### src/rtl/load_store_unit_pkg.sv
// ---------------------------------------------------------------------------
// load_store_unit_pkg
// Shared definitions for the load/store unit: FSM state encoding, funct3
// size/sign encodings and the memory map bases.
// ---------------------------------------------------------------------------
package load_store_unit_pkg;

    typedef enum logic [2:0] {
        IDLE      = 3'd0,
        ACCESS    = 3'd1,
        RMW_READ  = 3'd2,
        RMW_WRITE = 3'd3,
        DONE      = 3'd4
    } lsu_state_e;

    localparam logic [2:0] F3_B  = 3'b000;
    localparam logic [2:0] F3_H  = 3'b001;
    localparam logic [2:0] F3_W  = 3'b010;
    localparam logic [2:0] F3_BU = 3'b100;
    localparam logic [2:0] F3_HU = 3'b101;

    localparam logic [31:0] LSU_ROM_BASE = 32'h0040_0000;
    localparam logic [31:0] LSU_RAM_BASE = 32'h1001_0000;

    // funct3 values a request may legally carry; unsigned sizes only make
    // sense for loads.
    function automatic logic f3_legal(input logic [2:0] f3, input logic is_store);
        logic ok;
        ok = (f3 == F3_B) || (f3 == F3_H) || (f3 == F3_W) ||
             (!is_store && ((f3 == F3_BU) || (f3 == F3_HU)));
        return ok;
    endfunction

endpackage

### src/rtl/lsu_align.sv
// ---------------------------------------------------------------------------
// lsu_align
// Combinational lane handling for the load/store unit.
//   word_i   : 32-bit word read from memory
//   lane_i   : byte offset of the access within the word
//   funct3_i : access size and signedness
//   wdata_i  : right-justified store data
//   load_o   : selected lane, sign- or zero-extended
//   merge_o  : word_i with the target lane replaced by store data
// ---------------------------------------------------------------------------
module lsu_align
    import load_store_unit_pkg::*;
(
    input  logic [31:0] word_i,
    input  logic [1:0]  lane_i,
    input  logic [2:0]  funct3_i,
    input  logic [31:0] wdata_i,
    output logic [31:0] load_o,
    output logic [31:0] merge_o
);

    logic [7:0]  byte_sel;
    logic [15:0] half_sel;

    always_comb begin
        byte_sel = word_i[{lane_i, 3'b000} +: 8];
        half_sel = lane_i[1] ? word_i[31:16] : word_i[15:0];

        load_o = word_i;
        case (funct3_i)
            F3_B:    load_o = {{24{byte_sel[7]}}, byte_sel};
            F3_BU:   load_o = {24'h00_0000, byte_sel};
            F3_H:    load_o = {{16{half_sel[15]}}, half_sel};
            F3_HU:   load_o = {16'h0000, half_sel};
            default: load_o = word_i;
        endcase

        merge_o = word_i;
        if (funct3_i[1:0] == 2'b00) begin
            merge_o[{lane_i, 3'b000} +: 8] = wdata_i[7:0];
        end else if (funct3_i[1:0] == 2'b01) begin
            merge_o[{lane_i[1], 4'b0000} +: 16] = wdata_i[15:0];
        end
    end

endmodule

### src/rtl/load_store_unit.sv
// ---------------------------------------------------------------------------
// load_store_unit
// Sequences single load/store accesses onto a word-wide memory port with a
// combinational read path. Sub-word stores are done as read-modify-write.
//   clk, reset   : system clock, asynchronous active-low reset
//   req_i        : request, sampled only in IDLE
//   we_i         : 1 = store, 0 = load
//   funct3_i     : size/sign of the access
//   addr_i       : byte address
//   wdata_i      : right-justified store data
//   busy_o       : unit is not idle
//   done_o       : one-cycle completion pulse
//   rdata_o      : extended load result, held until the next load completes
//   misaligned_o : with done_o, access misaligned or funct3 illegal
//   fault_o      : with done_o, store into ROM space
//   mem_*        : word-aligned memory port
//
// state     | meaning
// ----------+--------------------------------------------------------------
// IDLE      | waiting for req_i
// ACCESS    | load lane capture, or full-word store write
// RMW_READ  | read the word to be partially overwritten, build merged word
// RMW_WRITE | write the merged word
// DONE      | done_o pulse with error flags, then back to IDLE
// ---------------------------------------------------------------------------
module load_store_unit
    import load_store_unit_pkg::*;
#(
    parameter int                    DATA_WIDTH = 32,
    parameter logic [DATA_WIDTH-1:0] RAM_BASE   = LSU_RAM_BASE
) (
    input  logic                  clk,
    input  logic                  reset,
    input  logic                  req_i,
    input  logic                  we_i,
    input  logic [2:0]            funct3_i,
    input  logic [DATA_WIDTH-1:0] addr_i,
    input  logic [DATA_WIDTH-1:0] wdata_i,
    output logic                  busy_o,
    output logic                  done_o,
    output logic [DATA_WIDTH-1:0] rdata_o,
    output logic                  misaligned_o,
    output logic                  fault_o,
    output logic                  mem_we_o,
    output logic [DATA_WIDTH-1:0] mem_addr_o,
    output logic [DATA_WIDTH-1:0] mem_wdata_o,
    input  logic [DATA_WIDTH-1:0] mem_rdata_i
);

    lsu_state_e            state_q;
    logic                  we_q;
    logic [2:0]            f3_q;
    logic [1:0]            lane_q;
    logic [DATA_WIDTH-1:0] wdata_q;
    logic                  busy_q;
    logic                  done_q;
    logic                  mis_q;
    logic                  fault_q;
    logic                  mem_we_q;
    logic [DATA_WIDTH-1:0] rdata_q;
    logic [DATA_WIDTH-1:0] mem_addr_q;
    logic [DATA_WIDTH-1:0] mem_wdata_q;

    logic                  req_mis;
    logic                  req_fault;
    logic                  req_sub_store;
    logic [DATA_WIDTH-1:0] load_val;
    logic [DATA_WIDTH-1:0] merge_val;

    // Classification of the incoming request; misalignment includes illegal
    // funct3 and wins over the ROM fault.
    always_comb begin
        req_mis = !f3_legal(funct3_i, we_i) ||
                  ((funct3_i[1:0] == 2'b01) && addr_i[0]) ||
                  ((funct3_i[1:0] == 2'b10) && (addr_i[1:0] != 2'b00));
        req_fault     = we_i && (addr_i < RAM_BASE);
        req_sub_store = we_i && (funct3_i[1:0] != 2'b10);
    end

    lsu_align u_align (
        .word_i   (mem_rdata_i),
        .lane_i   (lane_q),
        .funct3_i (f3_q),
        .wdata_i  (wdata_q),
        .load_o   (load_val),
        .merge_o  (merge_val)
    );

    always_ff @(posedge clk or negedge reset) begin
        if (!reset) begin
            state_q     <= IDLE;
            we_q        <= 1'b0;
            f3_q        <= 3'b000;
            lane_q      <= 2'b00;
            wdata_q     <= '0;
            busy_q      <= 1'b0;
            done_q      <= 1'b0;
            mis_q       <= 1'b0;
            fault_q     <= 1'b0;
            mem_we_q    <= 1'b0;
            rdata_q     <= '0;
            mem_addr_q  <= '0;
            mem_wdata_q <= '0;
        end else begin
            case (state_q)
                IDLE: begin
                    if (req_i) begin
                        we_q       <= we_i;
                        f3_q       <= funct3_i;
                        lane_q     <= addr_i[1:0];
                        wdata_q    <= wdata_i;
                        busy_q     <= 1'b1;
                        mem_addr_q <= {addr_i[DATA_WIDTH-1:2], 2'b00};
                        if (req_mis) begin
                            mis_q   <= 1'b1;
                            done_q  <= 1'b1;
                            state_q <= DONE;
                        end else if (req_fault) begin
                            fault_q <= 1'b1;
                            done_q  <= 1'b1;
                            state_q <= DONE;
                        end else if (req_sub_store) begin
                            state_q <= RMW_READ;
                        end else begin
                            // A full-word store writes during ACCESS, so the
                            // enable and data are registered on entry.
                            if (we_i) begin
                                mem_we_q    <= 1'b1;
                                mem_wdata_q <= wdata_i;
                            end
                            state_q <= ACCESS;
                        end
                    end
                end
                ACCESS: begin
                    if (!we_q) begin
                        rdata_q <= load_val;
                    end
                    mem_we_q    <= 1'b0;
                    mem_wdata_q <= '0;
                    done_q      <= 1'b1;
                    state_q     <= DONE;
                end
                RMW_READ: begin
                    // Read word captured already merged with the store lane.
                    mem_wdata_q <= merge_val;
                    mem_we_q    <= 1'b1;
                    state_q     <= RMW_WRITE;
                end
                RMW_WRITE: begin
                    mem_we_q    <= 1'b0;
                    mem_wdata_q <= '0;
                    done_q      <= 1'b1;
                    state_q     <= DONE;
                end
                DONE: begin
                    done_q  <= 1'b0;
                    mis_q   <= 1'b0;
                    fault_q <= 1'b0;
                    busy_q  <= 1'b0;
                    state_q <= IDLE;
                end
                default: begin
                    done_q   <= 1'b0;
                    mis_q    <= 1'b0;
                    fault_q  <= 1'b0;
                    busy_q   <= 1'b0;
                    mem_we_q <= 1'b0;
                    state_q  <= IDLE;
                end
            endcase
        end
    end

    assign busy_o       = busy_q;
    assign done_o       = done_q;
    assign rdata_o      = rdata_q;
    assign misaligned_o = mis_q;
    assign fault_o      = fault_q;
    assign mem_we_o     = mem_we_q;
    assign mem_addr_o   = mem_addr_q;
    assign mem_wdata_o  = mem_wdata_q;

endmodule
### config.mk
export PLATFORM = sky130hd
export DESIGN_NAME = load_store_unit
export DESIGN_NICKNAME = d
export VERILOG_FILES = /design/src/rtl/load_store_unit_pkg.sv /design/src/rtl/lsu_align.sv /design/src/rtl/load_store_unit.sv
export SDC_FILE = /design/constraint.sdc
export NUM_CORES = 1
export LEC_CHECK = 0
export BUFFER_PORTS_ARGS = -buffer_cell sky130_fd_sc_hd__buf_2
export CAP_MARGIN = 5
export CORE_ASPECT_RATIO = 1.1
export CORE_MARGIN = 3
export CORE_UTILIZATION = 47
export CTS_BUF_LIST = sky130_fd_sc_hd__clkbuf_16
export DETAILED_ROUTE_END_ITERATION = 6
export GPL_TIMING_DRIVEN = 0
export PLACE_DENSITY_LB_ADDON = 0.3
export SYNTH_ARGS = -nofsm -noshare
export SYNTH_HDL_FRONTEND = slang
export SYNTH_SLANG_ARGS = --single-unit
### constraint.sdc
create_clock -name clk -period 2.31 [get_ports clk]
set_clock_uncertainty 0.05 [all_clocks]
set_input_delay 0.462 -clock clk [delete_from_list [all_inputs] [get_ports clk]]
set_output_delay 0.462 -clock clk [all_outputs]
set_load 0.02 [all_outputs]
## Yosys cells after proc, flatten, opt, wreduce, memory -nomap -nowiden

Cells that the tools add are included.

- Flip-flop bits (word level): 124
- Bits of input ports: 103

- Add/sub/neg operators: 2
- $lt $le $gt $ge: 1
- Equal/unequal tests: 23
- Shift-type cells: 5
- Mux-type cells: 35
- Bitwise gates (word level): 4
- Reduce and logical (&&, ||, !) cells: 29

Operators with widths:

| cell | number |
|---|---|
| 32-bit 2-to-1 mux | 7 |
| 32-bit case mux with 4 select lines | 1 |
| 32-bit case mux with 3 select lines | 1 |
| 32-bit bitwise mux | 2 |
| 32-bit by 29-bit less-than comparator with 1-bit output (second input constant) | 1 |
| 16-bit by 7-bit variable shift with 32-bit output (first input constant) | 1 |
| 8-bit by 7-bit variable shift with 32-bit output (first input constant) | 1 |
| 16-bit by 7-bit indexed part select with 32-bit output | 1 |
| 32-bit by 6-bit indexed part select with 8-bit output | 1 |
| 8-bit by 7-bit indexed part select with 32-bit output | 1 |
| 16-bit 2-to-1 mux | 1 |
| 2-bit inequality test (second input constant) | 8 |
| 3-bit equality test (second input constant) | 5 |
| 5-bit negator with 7-bit output | 2 |
| 1-bit 2-to-1 mux | 13 |
| 6-bit AND reduction | 2 |
| 3-bit by 1-bit equality test with 1-bit output (second input constant) | 3 |
| 3-bit by 2-bit equality test with 1-bit output (second input constant) | 3 |
| 3-bit zero test | 3 |
| 3-bit 2-to-1 mux | 3 |
| 3-bit case mux with 3 select lines | 1 |
| 1-bit logical OR | 6 |
| 1-bit case mux with 2 select lines | 3 |
| 1-bit case mux with 3 select lines | 2 |
| 15 further kinds | 27 |

## Logic depth before layout (Yosys ltp)

- Depth after elaboration: 10
- Depth in mapped cells: 9

## By module

A second synthesis with hierarchy kept.

- Cell total of the unflattened synthesis: 679
- Area total of the unflattened synthesis: 7607.3 µm²

Modules (own cells, without submodules):

| module | instances | cells each | area an instance (µm²) | seq. area each (µm²) |
|---|---|---|---|---|
| load_store_unit | 1 | 413 | 5786.8 | 3503.4 |
| lsu_align | 1 | 266 | 1820.5 | 0.0 |

## Worst setup path before layout

OpenSTA, ideal clock, no wires.

- Path type: register to register
- Start point: register lane_q[1]
- End point: register mem_wdata_q[3] (netlist: mem_wdata_o[3])
- Arrival: 2.336 ns
- Required time: 2.181 ns
- Path slack: -0.156 ns
- Stages on the path, launching flop included: 9
- Buffers on the path: 2
- Period minus slack after synthesis: 2.466 ns
- Cells stage by stage: dfrtp_1 -> buf_2 -> inv_1 -> clkbuf_1 -> ha_1 -> nor3b_1 -> a311oi_1 -> a211o_1 -> a2bb2oi_1

- Cells in the longest elaborated chain, start to end: 6

Ends and longest elaborated chain:

| item | RTL line | text |
|---|---|---|
| start: declaration | load_store_unit.sv:53 | `logic [1:0] lane_q;` |
| start signal: assignment | load_store_unit.sv:110 | `lane_q <= addr_i[1:0];` |
| 5-bit negator with 7-bit output | lsu_align.sv:42 | `merge_o[{lane_i[1], 4'b0000} +: 16] = wdata_i[15:0];` |
| 16-bit by 7-bit indexed part select with 32-bit output or 16-bit by 7-bit variable shift with 32-bit output (tied branches) | lsu_align.sv:42 |  |
| 32-bit bitwise mux | lsu_align.sv:42 |  |
| 32-bit 2-to-1 mux | lsu_align.sv:41 | `end else if (funct3_i[1:0] == 2'b01) begin` |
| 32-bit 2-to-1 mux (*) | lsu_align.sv:39 | `if (funct3_i[1:0] == 2'b00) begin` |
| 32-bit case mux with 3 select lines (*) | load_store_unit.sv:105 | `case (state_q)` |
| end signal: assignment | load_store_unit.sv:129 | `mem_wdata_q <= wdata_i;` |
| end signal: assignment | load_store_unit.sv:146 | `mem_wdata_q <= merge_val;` |
| end: declaration | load_store_unit.sv:62 | `logic [DATA_WIDTH-1:0] mem_wdata_q;` |

Mark *: on every way between the ends. The rest lies on a longest branch, timed or not.
A chain may end at the register's enable or synchronous reset.

## Final worst setup path

- Start point: register lane_q[0]
- End point: register mem_wdata_q[24] (netlist: mem_wdata_o[24])

- Cells in the longest elaborated chain, start to end: 5

Ends and longest elaborated chain:

| item | RTL line | text |
|---|---|---|
| 5-bit negator with 7-bit output (*) | lsu_align.sv:40 | `merge_o[{lane_i, 3'b000} +: 8] = wdata_i[7:0];` |
| 8-bit by 7-bit indexed part select with 32-bit output or 8-bit by 7-bit variable shift with 32-bit output (tied branches) | lsu_align.sv:40 |  |
| 32-bit bitwise mux (*) | lsu_align.sv:40 |  |
| 32-bit 2-to-1 mux (*) | lsu_align.sv:39 |  |
| 32-bit case mux with 3 select lines (*) | load_store_unit.sv:105 |  |

Marks and branches as above.

==> metrics.txt <==
status completed; share of layout cells above drive strength 1 38.0%; Setup CP Type register to register; die area 15700 um^2; worst slew pin tran 0.916 ns; grt total ovfl 0; drt pass-1 iters 5; gp weighted congestion 0.915; Final Hold Viols 0; Clock H-tree levels 4; Die Ht 131 um; RSZ-0062 raised after global routing false; initial antenna violation count 1; CTS tree done; non-filler cells, final 1079; I/O pin total 204; Fillers 1218; WL per Instance 19.7 um; clk buf depth 2; worst min-delay path class input port to register; vias 6335; max-cap violations 0; CTS sink cnt 124; main area contributors after synthesis dfrtp_1, mux2_2, o31ai_1; cts bufs inserted 17; Initial Utilization 48.2%; later-pin clock latency in the skew report 0.43 ns; Power Dens Cells 1530 nW/um^2; crit path max fanout 10; clock-pin slew on the worst setup and hold paths 0.06 ns; synthesis-to-finish area growth 32.0%; Post-synth top cells dfrtp_1, nand2_1, mux2_2; Yosys cell types 58; fraction of registers with async set/reset 100%; Die X 120 um; Slew headroom 38.8%; Main synth FF type dfrtp_1; Cells after DPL 1037; DRC errors left 0; post-route minimum period 2.26 ns; CTS Root Buffer Type clkbuf_16; Via density 5.87; top-count cell post-synth dfrtp_1; Synth warnings 0; FP Rows 45; number of I/O port buffers 201; register area 3110 um^2; WP data required 2.61 ns; Setup Total Neg Slack 0 ns; Mapped Cells 646; crit end category register; Final Slew Violations 0; Global Route Usage Sum 26.7%; first-pass GRT wire length 33.0 mm; top-area cell type share of the netlist area 46.3%; CORE AREA 13900 um^2; Setup-failing EPs final 0; worst hold slack 0.215 ns; Post-Syn Area 6710 um^2; register area share after synthesis 46.3%; dpl hpwl 15.7 mm; Post-synth EDFFs 0; Layout Nets 985; leakage 4.00 nW; #FFs+latches synth 124; pre-CTS setup slack -0.574 ns; FMAX 0.443 GHz; element type at the critical path start register; area of the multi-input gates 3410 um^2; starting DRC count in detailed routing 454; vias in the first global route 6282; Layout Utilization 63.6%; pin count of the biggest net entering global routing 87; Routed Antenna Nets 0; Final period util 97.7%; post-route worst setup slack 0.0520 ns; maximum VDD drop 0.000823 V; routed wire length 21.2 mm; worst path arrival time 2.56 ns; Synth Area per Inst 10.4 um^2; Synth area leader dfrtp_1
-- placed cells by master (no fill, tap or decap), drive strengths merged, types with 5 or more instances in the layout --
cell / instances
a211o: 23
a21oi: 20
a221oi: 23
a22o: 7
a2bb2oi: 23
a311oi: 17
buf: 227
clkbuf: 58
clkinv: 8
dfrtp: 124
ha: 5
inv: 16
mux2: 58
mux2i: 18
nand2: 53
nand2b: 10
nor2: 39
nor2b: 18
o211ai: 8
o21ai: 33
o21bai: 9
o22ai: 8
o311ai: 8
o31ai: 31
or4: 5
-- state kept, by name, indices dropped and copies added, names as in the netlist, 2 cells and up --
| name | flops |
|---|---|
| f3_q | 3 |
| lane_q | 2 |
| mem_addr_o | 30 |
| mem_wdata_o | 32 |
| rdata_o | 32 |
| state_q | 3 |
| wdata_q | 16 |
-- stage by stage --
stage,instance area (um^2),power (mW)
6_report,8850,13.5
3_3_place_gp,7960,10.2
2_1_floorplan,6720,8.25
5_1_grt,8850,14.3
4_1_cts,8770,13.3
3_5_place_dp,7990,10.3
-- cell type report --
| type | instances | share of cell area, % |
|---|---|---|
| clock buffer | 17 | 4.81 |
| antenna | 1 | 0.0283 |
| buffer | 56 | 3.07 |
| clock inverter | 15 | 2.25 |
| multi-input combinational | 449 | 38.5 |
| inverter | 16 | 0.707 |
| tap | 188 | 2.66 |
| timing repair buffer | 213 | 12.8 |
| sequential | 124 | 35.1 |
-- cells by family after synthesis --
logic type,share of synthesized area (%)
AOI/OAI and AO/OA,24.6
adders and majority gates,0.933
buffers and inverters,4.44
DFF,46.3
muxes,12.8
other,0.0559
and+or+nand+nor,10.9
-- what timing repair did --
| item | CTS | global route |
|---|---|---|
| hold endpoints to repair | 38 | 0 |
| endpoints found under the setup margin | 77 | 33 |
| gates resized for setup | 30 | 24 |
| setup buffers | 6 | 4 |
| pin swaps | 4 | 4 |
| hold buffers | 1 | 0 |
| gates cloned | 0 | 0 |
-- metal layers --
| metal | wire length (um) | vias up | global-route usage [%] |
|---|---|---|---|
| met3 | 2010 | 57 | 6.59 |
| met1 | 8540 | 3024 | 34.6 |
| li1 | - | 2916 | - |
| met4 | 633 | 0 | 11.0 |
| met5 | 0 | - | 0 |
| met2 | 10100 | 338 | 42.9 |
-- worst max-delay path, cell delays in order (launching register included) --
cell	delay (ns)
dfrtp_2	0.45
buf_4	0.20
inv_4	0.09
ha_2	0.32
nor4bb_2	0.29
buf_4	0.20
a221oi_1	0.08
a211o_1	0.33
a2bb2oi_1	0.15
-- power by group --
group          internal, mW  switching (mW)  total [mW]
Clock                  1.80            1.01        2.81
Sequential             3.26           0.761        4.02
Combinational          2.67            4.01        6.68
Total                  7.73            5.78        13.5
-- worst paths after layout --
kind,from,to,slack [ns],cells after the start
setup / recovery,lane_q[0],mem_wdata_o[24],0.05,8
hold / removal,wdata_i[6],wdata_q[6],0.21,3
setup reg to reg,lane_q[0],mem_wdata_o[24],0.05,8
hold reg to reg,rdata_o[0],rdata_o[0],0.42,2
max in group asynchronous,reset,f3_q[0],0.99,3
min in group asynchronous,reset,f3_q[1],0.47,2
Power figures use the tool's default switching activity.
